--- src/rtl/phy_cfg_pkg.sv ---
// rtl/phy_cfg_pkg.sv - state encoding, MDIO field widths and parameter-table helpers for the PHY config sequencer
package phy_cfg_pkg;

  localparam int PHY_AD_W   = 5;
  localparam int RG_AD_W    = 5;
  localparam int DATA_W     = 16;
  localparam int MAX_WRITES = 16;
  localparam int IDX_W      = 4;

  typedef enum logic [2:0] {
    S_IDLE   = 3'd0,
    S_LOAD   = 3'd1,
    S_ISSUE  = 3'd2,
    S_SETTLE = 3'd3,
    S_VERIFY = 3'd4,
    S_VWAIT  = 3'd5,
    S_DONE   = 3'd6
  } state_t;

  function automatic logic [RG_AD_W-1:0] table_addr(
    input logic [RG_AD_W*MAX_WRITES-1:0] addrs,
    input logic [IDX_W-1:0]              i
  );
    return addrs[RG_AD_W*int'(i) +: RG_AD_W];
  endfunction

  function automatic logic [DATA_W-1:0] table_data(
    input logic [DATA_W*MAX_WRITES-1:0] data,
    input logic [IDX_W-1:0]             i
  );
    return data[DATA_W*int'(i) +: DATA_W];
  endfunction

endpackage

--- src/rtl/phy_cfg_settle_timer.sv ---
// rtl/phy_cfg_settle_timer.sv - 32b counter with clear/enable and terminal-count flag
module phy_cfg_settle_timer #(
  parameter logic [31:0] TERMINAL = 32'd1
) (
  input  logic        clk,
  input  logic        reset,
  input  logic        clear,
  input  logic        enable,
  output logic [31:0] count,
  output logic        tc
);

  always_ff @(posedge clk) begin
    if (reset || clear) begin
      count <= '0;
    end else if (enable) begin
      count <= count + 32'd1;
    end
  end

  assign tc = enable && (count == TERMINAL - 32'd1);

endmodule

--- src/rtl/phy_cfg_sequencer.sv ---
// rtl/phy_cfg_sequencer.sv - boot-time PHY register programmer walking an MDIO write table
// Optional readback verification of every write: PHY_CFG_READBACK_EN
module phy_cfg_sequencer
  import phy_cfg_pkg::*;
#(
  parameter int                            NUM_WRITES    = 3,
  parameter logic [PHY_AD_W-1:0]           PHY_ADDR      = 5'd1,
  parameter logic [RG_AD_W*NUM_WRITES-1:0] REG_ADDRS     = {5'd0, 5'd4, 5'd9},
  parameter logic [DATA_W*NUM_WRITES-1:0]  REG_DATA      = {16'h9000, 16'h0000, 16'h0200},
  parameter logic [31:0]                   SETTLE_CYCLES = 32'd1000000,
  parameter int                            AUTO_START    = 1
) (
  input  logic                clk,
  input  logic                reset,
  input  logic                start,
  output logic                req_valid,
  input  logic                req_ready,
  output logic                req_write,
  output logic [PHY_AD_W-1:0] req_phy_ad,
  output logic [RG_AD_W-1:0]  req_rg_ad,
  output logic [DATA_W-1:0]   req_data,
  input  logic                rsp_valid,
  input  logic [DATA_W-1:0]   rsp_data,
  output logic                busy,
  output logic                done,
  output logic                error,
  output logic [IDX_W-1:0]    entry_idx
);

  localparam logic [RG_AD_W*MAX_WRITES-1:0] ADDR_TBL = (RG_AD_W*MAX_WRITES)'(REG_ADDRS);
  localparam logic [DATA_W*MAX_WRITES-1:0]  DATA_TBL = (DATA_W*MAX_WRITES)'(REG_DATA);
  localparam logic [IDX_W-1:0]              LAST_IDX = IDX_W'(NUM_WRITES - 1);

  state_t               state;
  state_t               next_state;
  logic                 reset_q;
  logic [IDX_W-1:0]     idx;
  logic                 settle_tc;
  logic [31:0]          unused_settle_count;
  logic [RG_AD_W-1:0]   cur_addr;
  logic [DATA_W-1:0]    cur_data;
  logic                 start_evt;
  logic                 run_start;
  logic                 last_entry;
  logic                 entry_end;

  assign cur_addr   = table_addr(ADDR_TBL, idx);
  assign cur_data   = table_data(DATA_TBL, idx);
  // reset_q is high only on the first cycle after reset falls, which is the auto-start cycle
  assign start_evt  = start || ((AUTO_START != 0) && reset_q);
  assign run_start  = ((state == S_IDLE) || (state == S_DONE)) && start_evt;
  assign last_entry = (idx == LAST_IDX);

  phy_cfg_settle_timer #(
    .TERMINAL(SETTLE_CYCLES)
  ) u_settle (
    .clk   (clk),
    .reset (reset),
    .clear ((state != S_SETTLE) || settle_tc),
    .enable(state == S_SETTLE),
    .count (unused_settle_count),
    .tc    (settle_tc)
  );

  always_ff @(posedge clk) begin
    if (reset) begin
      state   <= S_IDLE;
      reset_q <= 1'b1;
    end else begin
      state   <= next_state;
      reset_q <= 1'b0;
    end
  end

  // The NEXT decision is folded into the exit of SETTLE/VWAIT so each entry costs 2 + wait + SETTLE_CYCLES
  always_comb begin
    next_state = state;
    case (state)
      S_IDLE, S_DONE: if (start_evt) next_state = S_LOAD;
      S_LOAD:         next_state = S_ISSUE;
      S_ISSUE:        if (req_ready) next_state = S_SETTLE;
`ifdef PHY_CFG_READBACK_EN
      S_SETTLE:       if (settle_tc) next_state = S_VERIFY;
      S_VERIFY:       if (req_ready) next_state = S_VWAIT;
      S_VWAIT:        if (rsp_valid) next_state = last_entry ? S_DONE : S_LOAD;
`else
      S_SETTLE:       if (settle_tc) next_state = last_entry ? S_DONE : S_LOAD;
`endif
      default:        next_state = S_IDLE;
    endcase
  end

  always_comb begin
    req_valid = 1'b0;
    busy      = 1'b1;
    done      = 1'b0;
    case (state)
      S_IDLE:            busy = 1'b0;
      S_DONE:            begin busy = 1'b0; done = 1'b1; end
      S_ISSUE, S_VERIFY: req_valid = 1'b1;
      default:           ;
    endcase
  end

`ifdef PHY_CFG_READBACK_EN
  logic err;

  assign entry_end = (state == S_VWAIT) && rsp_valid;

  always_ff @(posedge clk) begin
    if (reset || run_start) begin
      err <= 1'b0;
    end else if (entry_end && (rsp_data != cur_data)) begin
      err <= 1'b1;
    end
  end

  assign error = err;
`else
  logic unused_rsp;

  assign entry_end  = settle_tc;
  assign unused_rsp = ^{rsp_valid, rsp_data};
  assign error      = 1'b0;
`endif

  // Payload only changes in LOAD (and at settle end for the readback), never while a request is pending
  always_ff @(posedge clk) begin
    if (reset) begin
      idx       <= '0;
      req_write <= 1'b0;
      req_rg_ad <= '0;
      req_data  <= '0;
    end else begin
      if (run_start) begin
        idx <= '0;
      end else if (entry_end && !last_entry) begin
        idx <= idx + 4'd1;
      end
      if (state == S_LOAD) begin
        req_write <= 1'b1;
        req_rg_ad <= cur_addr;
        req_data  <= cur_data;
      end
`ifdef PHY_CFG_READBACK_EN
      else if (settle_tc) begin
        req_write <= 1'b0;
      end
`endif
    end
  end

  assign req_phy_ad = PHY_ADDR;
  assign entry_idx  = idx;

endmodule

--- config.mk ---
export PLATFORM = sky130hd
export DESIGN_NAME = phy_cfg_sequencer
export DESIGN_NICKNAME = d
export VERILOG_FILES = /design/src/rtl/phy_cfg_pkg.sv /design/src/rtl/phy_cfg_settle_timer.sv /design/src/rtl/phy_cfg_sequencer.sv
export SDC_FILE = /design/constraint.sdc
export NUM_CORES = 1
export LEC_CHECK = 0
export BUFFER_PORTS_ARGS = -buffer_cell sky130_fd_sc_hd__buf_2
export CAP_MARGIN = 20
export CORE_MARGIN = 3
export CORE_UTILIZATION = 36
export CTS_BUF_LIST = sky130_fd_sc_hd__clkbuf_16
export DETAILED_ROUTE_END_ITERATION = 7
export PLACE_DENSITY = 0.57
export SYNTH_ARGS = -nofsm -noshare
export SYNTH_HDL_FRONTEND = slang
export SYNTH_SLANG_ARGS = --single-unit
--- constraint.sdc ---
create_clock -name clk -period 2.4 [get_ports clk]
set_input_delay 0.12 -clock clk [delete_from_list [all_inputs] [get_ports clk]]
set_output_delay 0.12 -clock clk [all_outputs]
set_load 0.05 [all_outputs]
==> summary.md <==
| Metric | Value |
|---|---|
| Port-buffer cells | 17 |
| DP HPWL | 3010 µm |
| Final period util | 0.924 |
| Cells after Synth | 267 |
| Vias | 1,790 |
| Placed Area | 2390 µm² |
| Die height | 85.6 µm |
| Worst setup path class | register to register |
| Max-Cap Viols | 0 |
| Die ar. | 7330 µm² |
| Count leader, synth | nor2_1 |
| Cts bufs inserted | 5 |
| 1st-iter DRT viols | 99 |
| Final Setup Violations | 0 |
| # IOs | 56 |
| CP startpoint kind | register |
| First drt pass iteration count | 4 |
| Standard-cell rows | 28 |
| Finished Cell Area | 2540 µm² |
| TNS Setup | 0 ps |
| Worst Setup SP | u_settle.count[1] |
| Sink Count | 44 |
| H-tree depth | 2 |
| Gr usage total | 0.125 |
| Fmax | 0.451 GHz |
| Cell taking the most area after synthesis | dfxtp_1 |
| Worst-Margin Slew | 543 ps |
| Critical path peak fanout | 4 |
| Vias per Instance | 4.97 |
| Synthesis-to-layout area growth | 11.4% |
| Final #Nets | 312 |
| Fin crit period | 2220 ps |
| Syn avg cell area | 8.55 µm² |
| Flop-to-flop setup slack | 180 ps |
| Placed cells | 354 |
| Final Skew | 3.35 ps |
| Synthesis Warnings | 0 |
| Initial core utilization | 0.379 |
| Final count of hold timing violations | 0 |
| Yosys top cell area share | 0.386 |
| Worst hold slack | 69.6 ps |
| Fin util | 0.422 |
| WL/cell | 12.0 µm |
| First-pass GRT wire length | 7530 µm |
| Reg2reg start | u_settle.count[1] |
| Hold WC Path Type | input port to register |
| Top cells by count, synth | 45 x nor2_1, 44 x dfxtp_1, 24 x buf_4 |
| Clk Latency, worst-skew pair | 280 ps |
| CP required | 2610 ps |
| Total Power | 1.71 mW |
| Layout cells sized above 1 | 0.133 |
| Clock-pin slew on the worst setup and hold paths | 60 ps |
| Setup bufs post-CTS | 0 |
| Synth cell types | 42 |
| Hold_buf cts | 0 |
| DRC viols | 0 |
| Number of global-route vias before repair | 1,641 |
| Hold Startpoint | reset |
| ANT cells | 0 |
| Routed wire length | 4310 µm |
| Setup ws final | 183 ps |
| Gpl congestion | 0.760 |
| Fraction of registers with async set/reset | 0 |
| Peak supply drop | 0.351 mV |
| Layout Cells excl Fill | 360 |
| GRT overflow | 0 |
| Worst relative slew slack | 0.635 |
| Max Transition Viols Final | 0 |
| Root buf cell | clkbuf_16 |
| DP Worst Slack | 182 ps |
| CTS tree | yes |
| Arr. time, crit path | 2430 ps |
| Ranking of synthesized cells by area | dfxtp_1 39%, xor2_1 8.1%, buf_4 7.9% |
| Netlist Area Pre-Place | 2280 µm² |
| Clock buffer depth | 2 |
| Post-synthesis sequential area ratio | 0.386 |
| Post-synth EDFFs | 0 |
| DRT antenna net count | 0 |
| Largest net degree at the start of global routing | 34 |
| RSZ-0062 raised after global routing | false |
| Die Wd | 85.6 µm |
| Outcome | finished clean |
| Power Dens Cells | 672 nW/µm² |
| Antenna violations before repair | 0 |
| PostCTS Resize Cnt | 0 |
| Yosys reg bits | 44 |
| Core ar. | 6030 µm² |
| Crit. End Element | register |
| Pleak | 0.978 nW |
| Primary FF master, synth | dfxtp_1 |
registers in the layout, indices dropped and copies added, names as in the netlist:
name,cells
state,3
u_settle.count,32
req_rg_ad,2
req_data,1
reset_q,1
entry_idx,4
req_write,1
metal layers:
layer  up-vias  track usage  part of all wire
li1        911            -                 -
met1       841        0.164              0.49
met2        31        0.200              0.46
met3         7       0.0317             0.035
met4         0       0.0432             0.013
met5         -            0                 0
cells in the final DEF, fill, tap and decap left out, drive strengths merged, types with 2 or more instances in the layout:
cell type,instances
conb,21
or3,5
o21ai,5
clkbuf,5
a21oi,9
inv,8
nor3,7
nand4,18
and3,5
and4,3
dfxtp,44
nor4,6
xor2,21
nor2,45
nand2,17
xnor2,7
ha,5
nand3b,2
buf,25
nand3,10
o21a,2
cells by family (layout without fill, tap and decap cells):
logic type                 count (synthesis)  count (layout)  synth area share
and+or+nand+nor                          125             125             0.301
DFF                                       44              44             0.386
buffers and inverters                     40              39             0.109
xor gates and xnor gates                  28              28             0.107
AOI/OAI and AO/OA                         21              21            0.0570
adders and majority gates                  5               5            0.0274
other                                      2              21           0.00329
muxes                                      2               2           0.00932
worst max-delay path, cell delays in order, from the launching register on:
cell,delay [ps]
dfxtp_1,370
ha_1,220
nor4bb_1,290
nand4_1,200
or4_1,580
or3_1,360
a21oi_1,140
final cells by class:
cell class              instances  area [µm²]
flip-flops and latches         44         881
clock inverters                 1        30.0
inverters                       8        30.0
repair buffers                 25         158
well taps                      75        93.8
clock buffers                   5         125
multi-input cells             202        1220
fillers                       630        3480
power breakdown:
group,internal (mW),switching (mW)
registers,0.742,0.0105
logic,0.0415,0.179
clock network,0.479,0.258
total,1.26,0.447
final timing paths:
kind	endpoint	depth (start not counted)
max	entry_idx[3]	6
min	reset_q	1
max reg2reg	entry_idx[3]	6
min reg2reg	req_rg_ad[2]	2
No activity file was read; power rests on OpenSTA's default activity.
